==> config.mk <==
export PLATFORM = sky130hd
export DESIGN_NAME = uart_cmd_rx
export DESIGN_NICKNAME = d
export VERILOG_FILES = /design/src/rtl/uart_cmd_rx.sv
export SDC_FILE = /design/constraint.sdc
export NUM_CORES = 1
export LEC_CHECK = 0
export CAP_MARGIN = 20
export CORE_ASPECT_RATIO = 1.75
export CORE_MARGIN = 2
export CORE_UTILIZATION = 52
export CTS_BUF_LIST = sky130_fd_sc_hd__clkbuf_16
export CTS_CLUSTER_DIAMETER = 100
export DETAILED_ROUTE_END_ITERATION = 6
export PLACE_DENSITY = 0.75
export SLEW_MARGIN = 10
export SYNTH_ARGS = -nofsm -noshare
export SYNTH_HDL_FRONTEND = slang
export SYNTH_SLANG_ARGS = --single-unit
==> constraint.sdc <==
create_clock -name clk -period 2.3 [get_ports clk]
set_input_delay 0.46 -clock clk [delete_from_list [all_inputs] [get_ports clk]]
set_output_delay 0.46 -clock clk [all_outputs]
set_load 0.02 [all_outputs]
==> src/rtl/uart_cmd_rx.sv <==
// 8N1 UART receiver (16x oversampling) with an ASCII command decoder that
// selects the display/stream channel and switches UART streaming on or off.
module uart_cmd_rx #(
  parameter int DBIT     = 8,
  parameter int SB_TICK  = 16,
  parameter int DVSR     = 212,
  parameter int DVSR_BIT = 9,
  parameter int NUM_CH   = 13
) (
  input  logic       clk,
  input  logic       rst,
  input  logic       rx,
  output logic [7:0] rx_data,
  output logic       rx_valid,
  output logic       frame_err,
  output logic [3:0] channel_sel,
  output logic       stream_en,
  output logic       cmd_valid,
  output logic       cmd_err
);

  localparam int NBIT_W = (DBIT > 1) ? $clog2(DBIT) : 1;

  localparam logic [7:0] ASCII_C  = 8'h43;
  localparam logic [7:0] ASCII_D  = 8'h44;
  localparam logic [7:0] ASCII_E  = 8'h45;
  localparam logic [7:0] ASCII_0  = 8'h30;
  localparam logic [7:0] ASCII_9  = 8'h39;
  localparam logic [7:0] ASCII_CR = 8'h0D;
  localparam logic [7:0] ASCII_LF = 8'h0A;

  typedef enum logic [1:0] {IDLE, START, DATA, STOP} rx_state_t;
  typedef enum logic [2:0] {P_IDLE, P_D1, P_D2, P_CRC, P_CRE, P_CRD} p_state_t;

  // Two-flop synchronizer; idles high so reset cannot fake a start bit.
  logic rx_meta, rxs;

  // NOTE: sequential state uses non-blocking (<=) so every flop samples
  // pre-edge values regardless of statement order.
  always_ff @(posedge clk) begin
    if (rst) begin
      rx_meta <= 1'b1;
      rxs     <= 1'b1;
    end else begin
      rx_meta <= rx;
      rxs     <= rx_meta;
    end
  end

  logic [DVSR_BIT-1:0] baud_cnt;
  logic                tick;

  assign tick = (baud_cnt == DVSR_BIT'(DVSR - 1));

  always_ff @(posedge clk) begin
    if (rst)       baud_cnt <= '0;
    else if (tick) baud_cnt <= '0;
    else           baud_cnt <= baud_cnt + DVSR_BIT'(1);
  end

  rx_state_t         rx_state, rx_state_nx;
  logic [3:0]        s_reg, s_nx;
  logic [NBIT_W-1:0] n_reg, n_nx;
  logic [7:0]        b_reg, b_nx;
  logic              done_nx, ferr_nx;

  always_ff @(posedge clk) begin
    if (rst) begin
      rx_state  <= IDLE;
      s_reg     <= '0;
      n_reg     <= '0;
      b_reg     <= '0;
      rx_data   <= '0;
      rx_valid  <= 1'b0;
      frame_err <= 1'b0;
    end else begin
      rx_state  <= rx_state_nx;
      s_reg     <= s_nx;
      n_reg     <= n_nx;
      b_reg     <= b_nx;
      rx_valid  <= done_nx;
      frame_err <= ferr_nx;
      if (done_nx) rx_data <= b_reg;
    end
  end

  // NOTE: every always_comb output gets a default first; a missed branch
  // would otherwise infer a latch.
  always_comb begin
    rx_state_nx = rx_state;
    s_nx        = s_reg;
    n_nx        = n_reg;
    b_nx        = b_reg;
    done_nx     = 1'b0;
    ferr_nx     = 1'b0;
    unique case (rx_state)
      IDLE: begin
        if (!rxs) begin
          rx_state_nx = START;
          s_nx        = '0;
        end
      end
      START: begin
        if (tick) begin
          if (s_reg == 4'd7) begin
            s_nx = '0;
            if (!rxs) begin
              rx_state_nx = DATA;
              n_nx        = '0;
            end else begin
              rx_state_nx = IDLE;
            end
          end else begin
            s_nx = s_reg + 4'd1;
          end
        end
      end
      DATA: begin
        if (tick) begin
          if (s_reg == 4'd15) begin
            s_nx = '0;
            b_nx = {rxs, b_reg[7:1]};
            if (n_reg == NBIT_W'(DBIT - 1)) rx_state_nx = STOP;
            else                            n_nx = n_reg + NBIT_W'(1);
          end else begin
            s_nx = s_reg + 4'd1;
          end
        end
      end
      STOP: begin
        if (tick) begin
          if (s_reg == 4'(SB_TICK - 1)) begin
            rx_state_nx = IDLE;
            if (rxs) done_nx = 1'b1;
            else     ferr_nx = 1'b1;
          end else begin
            s_nx = s_reg + 4'd1;
          end
        end
      end
      default: rx_state_nx = IDLE;
    endcase
  end

  p_state_t   p_state, p_nx;
  logic [3:0] d1, d0, d1_nx, d0_nx, ch_nx;
  logic       stream_nx, cv_nx, ce_nx, is_digit;
  logic [6:0] val;

  assign is_digit = (rx_data >= ASCII_0) && (rx_data <= ASCII_9);
  // d1*10 + d0 built from shifts so no multiplier is needed.
  assign val = ({3'b000, d1} << 3) + ({3'b000, d1} << 1) + {3'b000, d0};

  always_ff @(posedge clk) begin
    if (rst) begin
      p_state     <= P_IDLE;
      d1          <= '0;
      d0          <= '0;
      channel_sel <= '0;
      stream_en   <= 1'b1;
      cmd_valid   <= 1'b0;
      cmd_err     <= 1'b0;
    end else begin
      p_state     <= p_nx;
      d1          <= d1_nx;
      d0          <= d0_nx;
      channel_sel <= ch_nx;
      stream_en   <= stream_nx;
      cmd_valid   <= cv_nx;
      cmd_err     <= ce_nx;
    end
  end

  always_comb begin
    p_nx      = p_state;
    d1_nx     = d1;
    d0_nx     = d0;
    ch_nx     = channel_sel;
    stream_nx = stream_en;
    cv_nx     = 1'b0;
    ce_nx     = 1'b0;
    if (frame_err) begin
      p_nx  = P_IDLE;
      ce_nx = 1'b1;
    end else if (rx_valid) begin
      p_nx = P_IDLE;
      unique case (p_state)
        P_IDLE: begin
          if      (rx_data == ASCII_C) p_nx = P_D1;
          else if (rx_data == ASCII_E) p_nx = P_CRE;
          else if (rx_data == ASCII_D) p_nx = P_CRD;
          else if (rx_data != ASCII_CR && rx_data != ASCII_LF) ce_nx = 1'b1;
        end
        P_D1: begin
          if (is_digit) begin
            d1_nx = rx_data[3:0];
            p_nx  = P_D2;
          end else begin
            ce_nx = 1'b1;
          end
        end
        P_D2: begin
          if (is_digit) begin
            d0_nx = rx_data[3:0];
            p_nx  = P_CRC;
          end else begin
            ce_nx = 1'b1;
          end
        end
        P_CRC: begin
          if (rx_data == ASCII_CR && val <= 7'(NUM_CH - 1)) begin
            ch_nx = val[3:0];
            cv_nx = 1'b1;
          end else begin
            ce_nx = 1'b1;
          end
        end
        P_CRE, P_CRD: begin
          if (rx_data == ASCII_CR) begin
            stream_nx = (p_state == P_CRE);
            cv_nx     = 1'b1;
          end else begin
            ce_nx = 1'b1;
          end
        end
        default: p_nx = P_IDLE;
      endcase
    end
  end

endmodule

Word-level counts from Yosys, hierarchy flattened --
Index checks and enable logic that the tools add are counted.
Storage, ports and cells: logic and storage cells 128, bits in registers 56, output and inout bits 17, input bits 3
Cells by class: add/sub/neg operators 5, equal/unequal tests 29, $lt $le $gt $ge 3, bitwise gates (word level) 5, reductions and logical operators 20, muxes and demuxes 49
Operator list (number):
- 2-to-1 mux 4 bit | 7
- 2-to-1 mux 3 bit | 9
- equality test 8 x 7 -> 1 bit, second input constant | 3
- 2-to-1 mux 2 bit | 11
- != test 2 bit, second input constant | 11
- 2-to-1 mux 1 bit | 16
- != test 8 x 4 -> 1 bit, second input constant | 2
- one-hot mux 4 bit (4 select lines) | 1
- AND reduction 4 bit | 4
- adder 9 x 1 -> 9 bit, second input constant | 1
- equality test 3 bit, second input constant | 3
- equality test 9 x 8 -> 1 bit, second input constant | 1
- one-hot mux 3 bit (3 select lines) | 1
- equality test 8 x 4 -> 1 bit, second input constant | 1
- >= comparator 8 x 6 -> 1 bit, second input constant | 1
- <= comparator 8 x 6 -> 1 bit, second input constant | 1
- one-hot mux 2 bit (4 select lines) | 1
- AND reduction 8 bit | 1
- OR reduction 2 bit | 4
- adder 7 x 4 -> 7 bit | 1
- adder 7 x 5 -> 7 bit | 1
- <= comparator 7 x 4 -> 1 bit, second input constant | 1
- AND reduction 7 bit | 1
- equality test 3 x 2 -> 1 bit, second input constant | 2
- other kinds (19) | 26

Depth between registers and ports, before layout --
Gate-level depths: netlist of the first run.
depth in word-level cells 9, mapped depth 9, gate-level depth less buffers 9

Worst setup path before layout of the first run --
OpenSTA, ideal clock, no wires.
kind flip-flop to flip-flop, start reg d1[0], end reg channel_sel[3], clock period less this slack 2.589 ns, cell stages (with the launch flop) 9, setup time 0.070 ns, buffers on the path 0, data arrival time 2.519 ns, required time 2.230 ns, setup slack -0.289 ns, path through dfxtp_1 > fa_1 > inv_1 > fa_1 > nand2b_1 > o21ai_0 > or3_4 > or4_1 > a21oi_1
Between the ends: cells in the longest elaborated chain, start to end 5
RTL lines:
- start: declaration | RTL line 146 | logic [3:0] d1, d0, d1_nx, d0_nx, ch_nx;
- start signal: assignment | RTL line 165 | d1 <= d1_nx;
- adder 7 x 5 -> 7 bit * | RTL line 152 | assign val = ({3'b000, d1} << 3) + ({3'b000, d1} << 1) + {3'b000, d0};
- adder 7 x 4 -> 7 bit * | RTL line 152
- <= comparator 7 x 4 -> 1 bit | RTL line 211 | if (rx_data == ASCII_CR && val <= 7'(NUM_CH - 1)) begin
- logical AND 1 bit | RTL line 211
- AND reduction 4 bit (no line)
- end signal: assignment | RTL line 167 | channel_sel <= ch_nx;
- end: declaration | RTL line 16 | output logic [3:0] channel_sel,
Mark *: on every way between the ends. The rest lies on a longest branch, timed or not. A chain may end at the register's enable or synchronous reset.

Final worst setup path of the first run --
start reg d1[2], end reg channel_sel[3]
Same word-level chain as after synthesis.

==> results of run 1 <==
## power by group through the flow
stage | clock, mW | sequential (mW) | combinational [mW]
after detailed placement | 0 | 1.01 | 0.0469
after CTS | 1.10 | 0.986 | 0.0473
final | 1.08 | 0.987 | 0.0467
after global routing | 1.13 | 0.987 | 0.0524
after global placement | 0 | 1.01 | 0.0462
after floorplan | 0 | 1.00 | 0.0335
## cells by family after synthesis
family | count (synthesis)
compound gates | 42
xor+xnor | 12
fa+ha+maj | 13
buf+inv | 20
flops | 56
mux | 28
simple gates | 136
## metal layers
layer | wire [microns] | vias to the layer above | global-route usage
met5 | 0 | - | 0
met4 | 187 | 0 | 0.110
met3 | 123 | 14 | 0.0347
met2 | 3190 | 36 | 0.375
met1 | 2340 | 1090 | 0.235
li1 | - | 1160 | -
## cells in the final DEF, fill, tap and decap left out, types with 4 or more instances in the layout
cell type	count
sky130_fd_sc_hd__dfxtp_1	53
sky130_fd_sc_hd__nor2_1	46
sky130_fd_sc_hd__mux2i_1	28
sky130_fd_sc_hd__clkdlybuf4s50_1	19
sky130_fd_sc_hd__buf_4	17
sky130_fd_sc_hd__nand2_1	16
sky130_fd_sc_hd__nor3_1	11
sky130_fd_sc_hd__a21oi_1	11
sky130_fd_sc_hd__ha_1	11
sky130_fd_sc_hd__nand4_1	9
sky130_fd_sc_hd__nand2b_1	7
sky130_fd_sc_hd__xor2_1	6
sky130_fd_sc_hd__nand3_1	6
sky130_fd_sc_hd__inv_1	5
sky130_fd_sc_hd__clkbuf_16	5
sky130_fd_sc_hd__nand3b_1	4
sky130_fd_sc_hd__and3_1	4
sky130_fd_sc_hd__o21ai_0	4
sky130_fd_sc_hd__nor2b_1	4
## critical path, stage by stage, from the launching register on
cell                       delay, ps
sky130_fd_sc_hd__dfxtp_2         330
sky130_fd_sc_hd__fa_1            570
sky130_fd_sc_hd__inv_2            50
sky130_fd_sc_hd__fa_1            530
sky130_fd_sc_hd__nand2b_4        130
sky130_fd_sc_hd__o21ai_2          60
sky130_fd_sc_hd__or3_4           330
sky130_fd_sc_hd__or4_4           420
sky130_fd_sc_hd__a21oi_2         140
## worst max path at each step
stage | startpoint | endpoint | cells past startpoint
after floorplan | d0[3] | channel_sel[3] | 8
after global placement | d0[3] | channel_sel[3] | 8
after detailed placement | d0[3] | channel_sel[3] | 8
after CTS | d0[3] | channel_sel[3] | 8
after global routing | d1[2] | channel_sel[3] | 8
final | d1[2] | channel_sel[3] | 8
## through the flow
step / instances / util
2_1_floorplan: 307 / -
3_3_place_gp: 383 / 0.602
3_5_place_dp: 383 / 0.602
4_1_cts: 392 / 0.652
5_1_grt: 392 / 0.662
6_report: 392 / 0.662
## timing repair
item | 4_1_cts | 5_1_grt
setup buffers | 1 | 0
resized for setup | 7 | 10
pin swaps | 3 | 5
setup endpoints to repair | 6 | 7
## cell type report
class	count	area, sq um
clock buffer	5	125
clock inverter	3	90.1
tap	55	68.8
fill	418	1760
multi-input combinational	231	1700
inverter	6	22.5
sequential	56	1120
timing repair buffer	36	318
==> results.yml, run 1 <==
worst_setup_path:
  critical_path.endpoint_type: "flop"
  worst-r2r-cell-count: 8
  critPathMaxFanout: 2
  arrival_ps: 2850
  worst_setup_path_start_kind: "flop"
  regToRegSetupSlack_ps: -320
  worst_r2r_startpoint: "d1[2]"
  crit_required_ps: 2530
  path_class: "reg2reg"
  critical_path.reg2reg.endpoint: "channel_sel[3]"
power_and_ir_drop:
  power.switching_uw: 380
  p_int_mw: 1.73
  power.density_nw_per_um2: 611
  power.ir.vdd_worst_mv: 0.432
  clockPowerShare: 0.510
  power.total_mw: 2.11
  leakage_nw: 1.45
  sw_frac_of_total: 0.180
  share_seq_of_total_power: 0.468
  proportion_of_power_drawn_by_combinational_gates: 0.022
hold_path:
  timing.hold.worst_endpoint: "rxs"
  min_from: "rx_meta"
  timing.hold.worst_path_depth: 1
  worstHoldPathType: "reg2reg"
finish:
  layout-drive-gt1-share: 0.157
  largest_register_ffs: 9
  final_nets: 352
  design_area_sq_um: 3450
  synth_to_layout_area_growth_pct: 23.2
  antenna_cells_inserted: 0
synth:
  ys_top_cells_by_area: "sky130_fd_sc_hd__dfxtp_1 (40%), sky130_fd_sc_hd__mux2i_1 (10%), sky130_fd_sc_hd__nor2_1 (6.2%)"
  synthesis.area_per_instance_sq_um: 9.12
  synth_commonest_cells: "sky130_fd_sc_hd__dfxtp_1 (56), sky130_fd_sc_hd__nor2_1 (46), sky130_fd_sc_hd__mux2i_1 (28)"
  dominantRegCellSynth: "sky130_fd_sc_hd__dfxtp_1"
  synthSimpleGateAreaFrac: 0.267
  share_of_the_yosys_chip_area_belonging_to_registers: 0.401
  multiplexer_fraction_of_the_synthesized_cell_area: 0.100
  synth-adder-area-share: 0.0635
  asyncSetResetFlopFracSynth: 0
  synth.most_common_cell: "sky130_fd_sc_hd__dfxtp_1"
  post_synth_xor_area_fraction: 0.0376
  count_of_flip_flops_with_a_built_in_enable_after_synthesis: 0
  yosysTopAreaCell: "sky130_fd_sc_hd__dfxtp_1"
  syn_nets: 323
  combinational_family_with_the_most_area_after_synthesis: "simple AND/OR/NAND/NOR gates"
  yosys_warning_total: 0
  synthCells: 307
  netlist_area_before_placement_sq_um: 2800
  synth_cell_types: 55
  synth_seq_cells: 56
  synth_largest_type_area_fraction: 0.401
  synth_compound_gate_area_share: 0.100
grt:
  first_pass_grt_wire_length_mm: 9.85
  vias_in_the_first_global_route: 2230
  antenna_violations_before_repair: 0
  grt_use_total: 0.213
  grt_max_degree: 27
  globalRoute.totalOverflow: 0
detailed_routing:
  route.vias.total: 2300
  antenna_violating_nets_post_route: 0
  dr.first_iter.drc_count: 104
  remaining_drc_errors: 0
  postRouteWirelength_mm: 5.83
  drt-pass1-iter-count: 4
  drt-wirelength-per-cell_microns: 14.9
  avgViaCountPerCell: 5.87
cts:
  ctsLongestPathBuffers: 2
  ctsHoldBuffers: 0
  cts-buffers-inserted: 5
  clk_transition_reported_paths_ps: 70
  buffer_type_at_the_clock_tree_root: "sky130_fd_sc_hd__clkbuf_16"
  cts_num_sinks: 56
  htree_num_levels: 2
  clkLatencyLatePin_ps: 290
  cts_tree: "yes"
timing:
  finalClockSkew_ps: 8.47
  timing.max_slew.rel_slack: 0.679
  holdWs_ps: 411
  max_slew.worst_pin.slew_ps: 481
  finalCritPeriodShare: 1.14
  setup_tns_ps: -1280
  layout_setup_ws_ps: -320
  timing_max_transition_violations_final: 0
  clock_period_minus_worst_slack_ps: 2620
  timing.fmax_mhz: 382
  finalSetupViolCount: 6
  timing.final.hold_violations: 0
  grt_setup_unrepaired: "yes"
placed_design:
  port-buffer-count: 19
  gp_routability_congestion: 0.829
  post_place_setup_slack_ps: -319
  dpl-instance-area_sq_um: 3140
  detailedPlacementHpwl_mm: 4.18
flow_run:
  timing.max_cap.violations: 0
floorplan:
  rows: 35
  fp.dieH_microns: 101
  fp.coreArea_sq_um: 5210
  fp.dieW_microns: 59.5
  initial_utilization: 0.537
  io-pin-count: 20
  die_ar_sq_um: 6010
status:
  failed_checks: "setup timing"
  status: "complete, but fails checks"
Power figures use the tool's default switching activity.
==> run 2: changes to the inputs <==
Settings changed: CORE_UTILIZATION 52 to 55, CTS_BUF_LIST sky130_fd_sc_hd__clkbuf_16 to sky130_fd_sc_hd__clkbuf_8, PLACE_DENSITY 0.75 to 0.78.
==> run 2 against run 1 <==
Net effect:
- the flow still finishes with violations (setup timing)
- die area shrank 5.2%
- fmax grew 1.1%
- final cell count grew 0.26%
- clock power shrank 53%
- core utilization grew 1.3 points
- final area shrank 3.4%
- largest cell class unchanged
==> results.yml, run 2 (synthesized netlist as in run 1, its figures left out) <==
status:
  status: "complete, but fails checks"
  failed_checks: "setup timing"
worst_setup_path:
  crit_required_ps: 2540
  critical_path.reg2reg.endpoint: "channel_sel[3]"
  worst_setup_path_start_kind: "flop"
  critical_path.endpoint_type: "flop"
  critPathMaxFanout: 2
  path_class: "reg2reg"
  regToRegSetupSlack_ps: -290
  worst_r2r_startpoint: "d1[2]"
  arrival_ps: 2830
  worst-r2r-cell-count: 8
timing:
  timing_max_transition_violations_final: 0
  holdWs_ps: 411
  max_slew.worst_pin.slew_ps: 523
  finalClockSkew_ps: 15.6
  clock_period_minus_worst_slack_ps: 2590
  grt_setup_unrepaired: "yes"
  timing.max_slew.rel_slack: 0.646
  layout_setup_ws_ps: -291
  finalCritPeriodShare: 1.13
  timing.fmax_mhz: 386
  finalSetupViolCount: 5
  setup_tns_ps: -1110
  timing.final.hold_violations: 0
hold_path:
  timing.hold.worst_path_depth: 1
  min_from: "rx_meta"
  worstHoldPathType: "reg2reg"
  timing.hold.worst_endpoint: "rxs"
detailed_routing:
  postRouteWirelength_mm: 5.68
  dr.first_iter.drc_count: 49
  remaining_drc_errors: 0
  drt-wirelength-per-cell_microns: 14.4
  avgViaCountPerCell: 5.83
  route.vias.total: 2290
  drt-pass1-iter-count: 4
  antenna_violating_nets_post_route: 0
finish:
  multi_input_area_sq_um: 1690
  layout-drive-gt1-share: 0.150
  design_area_sq_um: 3330
  antenna_cells_inserted: 0
  final_nets: 355
  final_core_util: 0.675
  seq_area_sq_um: 1120
  largest_register_ffs: 9
  final_common_cell: "sky130_fd_sc_hd__dfxtp_1"
  mostFrequentLayoutCells: "sky130_fd_sc_hd__dfxtp_1 (54), sky130_fd_sc_hd__nor2_1 (46), sky130_fd_sc_hd__mux2i_1 (28)"
  final.fill_count: 410
  synth_to_layout_area_growth_pct: 19.0
power_and_ir_drop:
  leakage_nw: 1.42
  sw_frac_of_total: 0.222
  power.switching_uw: 343
  clockPowerShare: 0.332
  power.density_nw_per_um2: 465
  proportion_of_power_drawn_by_combinational_gates: 0.033
  share_seq_of_total_power: 0.636
  power.ir.vdd_worst_mv: 0.542
  p_int_mw: 1.20
cts:
  buffer_type_at_the_clock_tree_root: "sky130_fd_sc_hd__clkbuf_8"
  postCtsSetupRepairBufs: 0
  cts_num_sinks: 56
  ctsLongestPathBuffers: 2
  clk_transition_reported_paths_ps: 100
  clkLatencyLatePin_ps: 310
  cts-buffers-inserted: 5
  cts_tree: "yes"
  htree_num_levels: 2
grt:
  grt_max_degree: 39
  grt_use_total: 0.214
  first_pass_grt_wire_length_mm: 9.72
  antenna_violations_before_repair: 0
  vias_in_the_first_global_route: 2285
  globalRoute.totalOverflow: 0
flow_run:
  timing.max_cap.violations: 0
floorplan:
  io-pin-count: 20
  fp.dieH_microns: 98.4
  fp.coreArea_sq_um: 4930
  initial_utilization: 0.567
  rows: 34
  die_ar_sq_um: 5700
  fp.dieW_microns: 57.9
placed_design:
  detailedPlacementHpwl_mm: 4.24
  dpl-instance-area_sq_um: 3170
  port-buffer-count: 19
  gp_routability_congestion: 0.790
-- run 2: cell count changes in the layout (fill, tap and decap cells not counted), sizes merged --
cell and change:
bufinv -3, clkinv +1, buf +3, clkinvlp +1
-- run 2: cell type report --
cell class                      instances  share of cell area
Multi-Input combinational cell        231               0.509
Sequential cell                        56               0.337
Timing Repair Buffer                   39               0.102
Clock buffer                            5              0.0207
Tap cell                               54              0.0203
Inverter                                6             0.00676
Clock inverter                          2             0.00376
-- run 2: metrics by stage --
stage               cells  power (mW)  setup slack, ps
global route          393        1.61             -371
detailed placement    386        1.06             -280
finish                393        1.55             -291
CTS                   393        1.56             -269
floorplan             307        1.04             -237
global placement      386        1.06             -241
-- run 2: repair_timing --
| action | 4_1_cts | 5_1_grt |
|---|---|---|
| hold endpoints to repair | 0 | 0 |
| hold buffers | 0 | 0 |
| resized for setup | 8 | 5 |
| pin swaps | 5 | 0 |
| setup endpoints to repair | 6 | 6 |
-- run 2: routing by layer --
layer / vias to the layer above / wire (microns) / track usage
met3: 12 / 122 / 0.0305
met1: 1086 / 2280 / 0.223
met4: 0 / 164 / 0.111
met5: - / 0 / 0
li1: 1158 / - / -
met2: 34 / 3120 / 0.398
-- run 2: worst max-delay path by stage --
| stage | startpoint | end | slack (ps) | cells after the start |
|---|---|---|---|---|
| floorplan | d0[3] | channel_sel[3] | -240 | 8 |
| CTS | d1[2] | channel_sel[3] | -270 | 8 |
| global placement | d0[3] | channel_sel[3] | -240 | 8 |
| global route | d1[2] | channel_sel[3] | -370 | 8 |
| finish | d1[2] | channel_sel[3] | -290 | 8 |
| detailed placement | d0[3] | channel_sel[2] | -280 | 9 |
-- run 2: critical path, cell delays in order, from the launching register on --
cell and delay (ps):
sky130_fd_sc_hd__dfxtp_2 340, sky130_fd_sc_hd__fa_1 550, sky130_fd_sc_hd__inv_1 60, sky130_fd_sc_hd__fa_1 500, sky130_fd_sc_hd__nand2b_4 130, sky130_fd_sc_hd__o21ai_2 60, sky130_fd_sc_hd__or3_4 370, sky130_fd_sc_hd__or4_1 410
sky130_fd_sc_hd__a21oi_1 130
-- run 2: power groups by stage --
stage / combinational (mW) / clock [mW] / sequential (mW)
final: 0.0506 / 0.513 / 0.983
after global routing: 0.0566 / 0.568 / 0.984
after CTS: 0.0509 / 0.525 / 0.983
after detailed placement: 0.0509 / 0 / 1.01
after global placement: 0.0500 / 0 / 1.01
after floorplan: 0.0335 / 0 / 1.00
